**config.mk**
```make
export PLATFORM = sky130hd
export DESIGN_NAME = noc_port_trace_unit
export DESIGN_NICKNAME = d
export VERILOG_FILES = /design/src/rtl/noc_port_trace_unit_pkg.sv /design/src/rtl/noc_port_trace_unit_ring_buffer.sv /design/src/rtl/noc_port_trace_unit.sv
export SDC_FILE = /design/constraint.sdc
export NUM_CORES = 1
export LEC_CHECK = 0
export ABC_CLOCK_PERIOD_IN_PS = 5100
export CAP_MARGIN = 20
export CORE_UTILIZATION = 45
export CTS_CLUSTER_SIZE = 24
export DETAILED_ROUTE_END_ITERATION = 10
export DONT_BUFFER_PORTS = 1
export MAX_ROUTING_LAYER = met4
export PLACE_DENSITY = 0.65
export SYNTH_ARGS = -nofsm -noshare
export SYNTH_HDL_FRONTEND = slang
export SYNTH_SLANG_ARGS = --single-unit
```
**constraint.sdc**
```tcl
create_clock -name clk -period 5.1 [get_ports clk]
set_input_delay 0.51 -clock clk [delete_from_list [all_inputs] [get_ports clk]]
set_output_delay 0.51 -clock clk [all_outputs]
set_load 0.02 [all_outputs]
```
**src/rtl/noc_port_trace_unit_pkg.sv**
```systemverilog
// rtl/noc_port_trace_unit_pkg.sv - shared types and encodings for the port trace unit
package noc_port_trace_unit_pkg;

   // trace entry field layout (LSB positions)
   localparam int ENT_TS_LSB   = 16;
   localparam int ENT_PORT_LSB = 12;
   localparam int ENT_VC_LSB   = 8;
   localparam int ENT_PAY_LSB  = 0;

   // trig_mode encodings
   localparam logic [1:0] MODE_COUNT = 2'd0;
   localparam logic [1:0] MODE_WDOG  = 2'd1;
   localparam logic [1:0] MODE_MATCH = 2'd2;
   localparam logic [1:0] MODE_NEVER = 2'd3;

   typedef enum logic [1:0] {
      ST_IDLE   = 2'd0,
      ST_ARMED  = 2'd1,
      ST_POST   = 2'd2,
      ST_FROZEN = 2'd3
   } trace_state_e;

   typedef struct packed {
      logic [15:0] ts;
      logic [3:0]  port;
      logic [3:0]  vc;
      logic [7:0]  pay;
   } trace_entry_t;

   // port index base+offset wrapped into 0..ports-1 (offset < ports)
   function automatic logic [3:0] rr_index(input logic [3:0] base,
                                           input int unsigned offset,
                                           input int unsigned ports);
      int unsigned s;
      s = 32'(base) + offset;
      if (s >= ports) s = s - ports;
      return 4'(s);
   endfunction

endpackage

```
**src/rtl/noc_port_trace_unit_ring_buffer.sv**
```systemverilog
// rtl/noc_port_trace_unit_ring_buffer.sv - circular trace store with overwrite and registered read
module trace_ring_buffer
   import noc_port_trace_unit_pkg::*;
#(
   parameter int DEPTH = 16
)
(
   input  logic                     clk,
   input  logic                     reset,
   input  logic                     clr_i,
   input  logic                     wr_i,
   input  trace_entry_t             wdata_i,
   input  logic                     rd_i,
   output trace_entry_t             rdata_o,
   output logic                     rvalid_o,
   output logic [$clog2(DEPTH):0]   count_o,
   output logic                     empty_o
);

   localparam int AW = $clog2(DEPTH);
   localparam logic [AW:0] FULL_CNT = (AW+1)'(DEPTH);

   trace_entry_t  mem_q [DEPTH];
   logic [AW-1:0] wr_ptr_q, wr_ptr_d;
   logic [AW-1:0] rd_ptr_q, rd_ptr_d;
   logic [AW:0]   count_q, count_d;
   trace_entry_t  rdata_q;
   logic          rvalid_q;
   logic          full;
   logic          rd_ok;

   assign full  = (count_q == FULL_CNT);
   assign rd_ok = rd_i && (count_q != '0) && !clr_i;

   // next pointers and occupancy; writing into a full ring evicts the oldest entry
   always_comb begin
      wr_ptr_d = wr_ptr_q;
      rd_ptr_d = rd_ptr_q;
      count_d  = count_q;
      if (clr_i) begin
         wr_ptr_d = '0;
         rd_ptr_d = '0;
         count_d  = '0;
      end else begin
         if (wr_i) wr_ptr_d = wr_ptr_q + AW'(1);
         if (rd_ok || (wr_i && full)) rd_ptr_d = rd_ptr_q + AW'(1);
         if (wr_i && !rd_ok && !full) count_d = count_q + (AW+1)'(1);
         else if (rd_ok && !wr_i)     count_d = count_q - (AW+1)'(1);
      end
   end

   // pointer/occupancy state and the registered read port
   always_ff @(posedge clk or posedge reset) begin
      if (reset) begin
         wr_ptr_q <= '0;
         rd_ptr_q <= '0;
         count_q  <= '0;
         rdata_q  <= '0;
         rvalid_q <= 1'b0;
      end else begin
         wr_ptr_q <= wr_ptr_d;
         rd_ptr_q <= rd_ptr_d;
         count_q  <= count_d;
         rvalid_q <= rd_ok;
         if (rd_ok) rdata_q <= mem_q[rd_ptr_q];
      end
   end

   // entry storage; contents are meaningless until counted, so no reset
   always_ff @(posedge clk) begin
      if (wr_i && !clr_i) mem_q[wr_ptr_q] <= wdata_i;
   end

   assign rdata_o  = rdata_q;
   assign rvalid_o = rvalid_q;
   assign count_o  = count_q;
   assign empty_o  = (count_q == '0);

endmodule

```
**src/rtl/noc_port_trace_unit.sv**
```systemverilog
// rtl/noc_port_trace_unit.sv - router input-port header tracer with trigger and post-trigger window
module noc_port_trace_unit
   import noc_port_trace_unit_pkg::*;
#(
   parameter int P         = 5,
   parameter int V         = 4,
   parameter int Fpay      = 32,
   parameter int DEPTH     = 16,
   parameter int POST_TRIG = 4,
   parameter int CNTw      = 16
)
(
   input  logic                        clk,
   input  logic                        reset,
   input  logic [P*(2+V+Fpay)-1:0]     flit_in_all,
   input  logic [P-1:0]                flit_in_we_all,
   input  logic                        trig_en,
   input  logic [P-1:0]                trig_port_mask,
   input  logic [1:0]                  trig_mode,
   input  logic [CNTw-1:0]             trig_threshold,
   input  logic                        trace_rd,
   output logic                        trigger,
   output logic [31:0]                 trace,
   output logic                        trace_valid,
   output logic                        trace_empty,
   output logic [$clog2(DEPTH):0]      trace_count,
   output logic [CNTw-1:0]             drop_cnt,
   output logic [1:0]                  state
);

   localparam int Fw = 2 + V + Fpay;
   localparam int CW = $clog2(DEPTH) + 1;
   localparam int SW = CNTw + 5;
   localparam logic [CNTw-1:0] CNT_MAX = {CNTw{1'b1}};

   trace_state_e    state_q;
   logic            trigger_q;
   logic            trig_en_q;
   logic [CW-1:0]   post_cnt_q;
   logic [15:0]     ts_q;
   logic [3:0]      rr_ptr_q;
   logic [CNTw-1:0] drop_q, drop_d;
   logic [CNTw-1:0] total_q, total_d;
   logic [CNTw-1:0] wd_q, wd_d;

   logic [15:0]     cand;
   logic [15:0]     masked_we;
   logic [4:0]      n_cand;
   logic [3:0]      port_vc  [16];
   logic [7:0]      port_pay [16];
   logic            win_found;
   logic [3:0]      win_idx;
   logic [SW-1:0]   drop_sum, total_sum;
   trace_entry_t    cap_entry, rd_entry;
   logic            capturing, cap_wr, arm, rd_ok, fire, any_we;
   logic            unused_flit_bits;

   assign unused_flit_bits = ^flit_in_all;

   // decode every snooped flit: masked valid, candidate header, VC index, low payload byte
   always_comb begin
      cand      = '0;
      masked_we = '0;
      n_cand    = '0;
      for (int i = 0; i < 16; i++) begin
         port_vc[i]  = '0;
         port_pay[i] = '0;
      end
      for (int i = 0; i < P; i++) begin
         masked_we[i] = flit_in_we_all[i] & trig_port_mask[i];
         cand[i]      = masked_we[i] & flit_in_all[i*Fw + Fw - 1];
         port_pay[i]  = flit_in_all[i*Fw +: 8];
         for (int j = V - 1; j >= 0; j--) begin
            if (flit_in_all[i*Fw + Fpay + j]) port_vc[i] = 4'(j);
         end
         n_cand = n_cand + 5'(cand[i]);
      end
   end

   // round-robin winner: first candidate at or after the pointer
   always_comb begin
      win_found = 1'b0;
      win_idx   = '0;
      for (int k = 0; k < P; k++) begin
         if (!win_found && cand[rr_index(rr_ptr_q, k, P)]) begin
            win_found = 1'b1;
            win_idx   = rr_index(rr_ptr_q, k, P);
         end
      end
   end

   assign any_we    = |masked_we;
   assign capturing = (state_q == ST_ARMED) || (state_q == ST_POST);
   assign cap_wr    = capturing && win_found;
   assign cap_entry = {ts_q, win_idx, port_vc[win_idx], port_pay[win_idx]};
   assign arm       = trig_en && !trig_en_q && (state_q == ST_IDLE);
   assign rd_ok     = trace_rd && !trace_empty && !arm &&
                      ((state_q == ST_IDLE) || (state_q == ST_FROZEN));

   // saturating next values for drop, header-total and idle-run counters
   always_comb begin
      drop_sum  = SW'(drop_q) + SW'(n_cand) - SW'(1);
      total_sum = SW'(total_q) + SW'(n_cand);
      drop_d    = (drop_sum > SW'(CNT_MAX))  ? CNT_MAX : drop_sum[CNTw-1:0];
      total_d   = (total_sum > SW'(CNT_MAX)) ? CNT_MAX : total_sum[CNTw-1:0];
      if (any_we)              wd_d = '0;
      else if (wd_q == CNT_MAX) wd_d = wd_q;
      else                      wd_d = wd_q + CNTw'(1);
   end

   // trigger condition, only meaningful while armed; zero threshold disables it
   always_comb begin
      fire = 1'b0;
      case (trig_mode)
         MODE_COUNT: fire = (total_sum >= SW'(trig_threshold));
         MODE_WDOG:  fire = (wd_q >= trig_threshold);
         MODE_MATCH: fire = cap_wr && (cap_entry.pay == trig_threshold[7:0]);
         MODE_NEVER: fire = 1'b0;
         default:    fire = 1'b0;
      endcase
      fire = fire && (|trig_threshold) && (state_q == ST_ARMED);
   end

   // timestamp, arm-edge detect, arbitration pointer and trigger accounting counters
   always_ff @(posedge clk or posedge reset) begin
      if (reset) begin
         ts_q      <= '0;
         trig_en_q <= 1'b0;
         rr_ptr_q  <= '0;
         drop_q    <= '0;
         total_q   <= '0;
         wd_q      <= '0;
      end else begin
         ts_q      <= ts_q + 16'd1;
         trig_en_q <= trig_en;
         if (arm) begin
            rr_ptr_q <= '0;
            drop_q   <= '0;
            total_q  <= '0;
            wd_q     <= '0;
         end else begin
            if (cap_wr) begin
               rr_ptr_q <= rr_index(win_idx, 1, P);
               drop_q   <= drop_d;
            end
            if (state_q == ST_ARMED) begin
               total_q <= total_d;
               wd_q    <= wd_d;
            end
         end
      end
   end

   // capture FSM with sticky trigger flag and post-trigger entry count
   always_ff @(posedge clk or posedge reset) begin
      if (reset) begin
         state_q    <= ST_IDLE;
         trigger_q  <= 1'b0;
         post_cnt_q <= '0;
      end else if (!trig_en) begin
         state_q   <= ST_IDLE;
         trigger_q <= 1'b0;
      end else begin
         case (state_q)
            ST_IDLE: begin
               if (arm) begin
                  state_q    <= ST_ARMED;
                  post_cnt_q <= '0;
               end
            end
            ST_ARMED: begin
               if (fire) begin
                  trigger_q  <= 1'b1;
                  post_cnt_q <= '0;
                  state_q    <= (POST_TRIG == 0) ? ST_FROZEN : ST_POST;
               end
            end
            ST_POST: begin
               if (cap_wr) begin
                  post_cnt_q <= post_cnt_q + CW'(1);
                  if (post_cnt_q == CW'(POST_TRIG - 1)) state_q <= ST_FROZEN;
               end
            end
            default: ;
         endcase
      end
   end

   trace_ring_buffer #(.DEPTH(DEPTH)) u_ring (
      .clk      (clk),
      .reset    (reset),
      .clr_i    (arm),
      .wr_i     (cap_wr),
      .wdata_i  (cap_entry),
      .rd_i     (rd_ok),
      .rdata_o  (rd_entry),
      .rvalid_o (trace_valid),
      .count_o  (trace_count),
      .empty_o  (trace_empty)
   );

   assign trace    = rd_entry;
   assign trigger  = trigger_q;
   assign drop_cnt = drop_q;
   assign state    = state_q;

endmodule
```
==> impl_metrics.tcl <==
set metrics [dict create \
    wl_met1_mm 30.3 \
    min_from "trig_en" \
    start_kind "input port" \
    path_buf_inv 4 \
    antenna_found_initial 0 \
    synth.cell_area_mm2 0.0283 \
    syn_inst 2120 \
    p_total_uw 22000 \
    cp-end-kind "register" \
    wl_mm 70.0 \
    ys_ff_latch 601 \
    ant_nets 0 \
    start_util 0.457 \
    sw_frac_of_total 0.395 \
    coreArea_mm2 0.0619 \
    fin_cells 3114 \
    pwr-share-comb 0.437 \
    skew_ns 0.0575 \
    internal_power_uw 13300 \
    p_leak_uw 0.0119 \
    nNetsFinal 2540 \
    ys_types 88 \
    clk_pin_slew_worst_paths_ns 0.06 \
    wire_per_inst_um 22.5 \
    cp_max_fo 7 \
    crit_required_ns 5.59 \
    synth_enable_flop_cells 480 \
    drc 0 \
    route.met3.wl_mm 4.06 \
    syn_avg_cell_area_um2 13.3 \
    clock_latency_ns 0.66 \
    max_slew_margin 0.311 \
    cts_tree "done" \
    synth.area.top_cells "edfxtp_1 (51%), dfrtp_1 (11%), mux4_2 (4.8%)" \
    dr.pass1.iters 5 \
    utilization 0.523 \
    grt_usage 0.228 \
    hpwl_mm 44.5 \
    hold_violations 0 \
    hp-class "in -> reg" \
    drive_gt1_frac 0.163 \
    die-area_mm2 0.0639 \
    async_flop_share 0.201 \
    synth_flop_cell "edfxtp_1" \
    path_class "in -> reg" \
    cts_buffers 60 \
    synth_common_cells "edfxtp_1 (480), nand2_1 (183), nor2_1 (147)" \
    crit_arrival_ns 5.34 \
    h-tree-depth 2 \
    fp.dieW_um 253 \
    cts_root_buf "clkbuf_16" \
    vdd_drop_max_v 0.000751 \
    die_height_um 253 \
    switching_power_uw 8700 \
    grt_pass1_wl_mm 107 \
    synth_most_common_cell "edfxtp_1" \
    gp_congestion 0.960 \
    crit_path_top_delay_cell "fa_1" \
    portBuffers 0 \
    synth_top_cell_area_share 0.509 \
    cpPeakStageDelay_ns 0.55 \
    first_global_vias 18300 \
    synth-seq-area-share 0.616 \
    p_seq_frac 0.363 \
    outcome "completed" \
    num_vias 18000 \
    layout_worst_path_cycle_share 0.950 \
    dr_wl_met2_mm 34.2 \
    drt-initial-drc-count 1369 \
    fmax_mhz 206 \
    drv_cap 0 \
    yosysTopAreaCell "edfxtp_1" \
    syn_to_final_growth_pct 14.5 \
    top_layer "met4" \
    yosys_warnings 0 \
    grt_max_degree 82 \
    finalCriticalPeriod_ns 4.85 \
    rows 91 \
    tightest_slew_ns 1.03 \
    p_per_area_mw_per_mm2 679 \
    ioPinCount 280 \
    n_antenna_cell 0 \
    setup_viol 0 \
    grt_overflow_total 0 \
    placed_cells 2995 \
    cts_buffer_depth 3 \
    crit_family "adder cells" \
    startpoint "flit_in_all[37]" \
    report.final.slew_viol_count 0 \
    pwr-share-clk 0.200 \
    r2r_start "rr_ptr_q[1]$_DFFE_PP0P_" \
    setup_tns_ns 0 \
    viasPerCell 5.79 \
    cts.sinks 601 \
]
==> repair_timing <==
item / in CTS / in global routing
endpoints found under the setup margin: 1 / 19
resized for setup: 1 / 25
endpoints found under the hold margin: 81 / 0
hold buffers: 2 / 0
buffers inserted: 0 / 3
pin swaps: 0 / 12
==> layout make-up <==
| type | count | area [um^2] |
|---|---|---|
| clock inverters | 41 | 408 |
| fillers | 5154 | 29500 |
| repair buffers | 128 | 1180 |
| clock buffers | 72 | 1580 |
| inverters | 102 | 388 |
| multi-input cells | 1333 | 10400 |
| well taps | 837 | 1050 |
| flip-flops and latches | 601 | 17400 |
==> cell families after synthesis <==
logic type | synth area share
AO/OA/AOI/OAI | 0.105
XOR/XNOR | 0.0243
adder cells (fa/ha/maj) | 0.0420
buffers and inverters | 0.0284
flip-flops | 0.616
multiplexers | 0.0982
other | 0.000133
AND/OR/NAND/NOR | 0.0856
==> power by group through the flow <==
stage	clock network, uW	registers, uW	logic (uW)
after floorplan	0	7910	6090
after global placement	0	8070	9170
after detailed placement	0	8100	9460
after CTS	4460	8000	9500
after global routing	4670	8060	10400
final	4390	8000	9620
==> stage by stage <==
step / hold slack [ns] / setup WS (ns) / cell area (um^2)
floorplan: 0.471 / -0.0595 / 28400
global placement: 0.488 / -0.476 / 30200
detailed placement: 0.502 / -0.597 / 30300
CTS: 0.0233 / 0.0390 / 32300
global route: 0.0407 / -0.0106 / 32400
finish: 0.0460 / 0.253 / 32400
==> sequential cells by signal, indices dropped and copies added, names as in the netlist, 4 cells and up <==
signal / count
drop_cnt: 16
post_cnt_q: 5
rr_ptr_q: 4
total_q: 16
ts_q: 16
u_ring.count_o: 5
u_ring.mem_q: 480
u_ring.rd_ptr_q: 4
u_ring.rdata_o: 30
u_ring.wr_ptr_q: 4
wd_q: 16
==> cells in the final DEF, fill, tap and decap left out, drive strengths merged, types with 72 or more instances in the layout <==
cell type / count
inv: 102
nand2: 183
nor2: 148
buf: 126
dfrtp: 121
mux2i: 133
clkbuf: 72
o21ai: 120
ha: 87
edfxtp: 480
==> layer usage <==
| metal | global-route usage | vias up |
|---|---|---|
| met5 | - | - |
| li1 | - | 8261 |
| met1 | 0.299 | 9116 |
| met3 | 0.0369 | 93 |
| met2 | 0.368 | 563 |
| met4 | 0.0604 | 0 |
==> path summary, 6_finish.rpt <==
kind                                                   to  slack [ns]  cells past startpoint
setup / recovery                post_cnt_q[3]$_DFFE_PP0P_        0.25                     26
hold / removal                        trigger$_DFFE_PP0P_        0.05                      1
setup reg to reg                post_cnt_q[3]$_DFFE_PP0P_        0.25                     20
hold reg to reg                 post_cnt_q[0]$_DFFE_PP0P_        0.52                      1
max in group asynchronous  u_ring.rdata_o[13]$_DFFE_PP0P_        3.33                      3
min in group asynchronous             wd_q[9]$_DFFE_PP0P_        0.51                      2
Note: power is estimated with default switching activity, not from simulation.
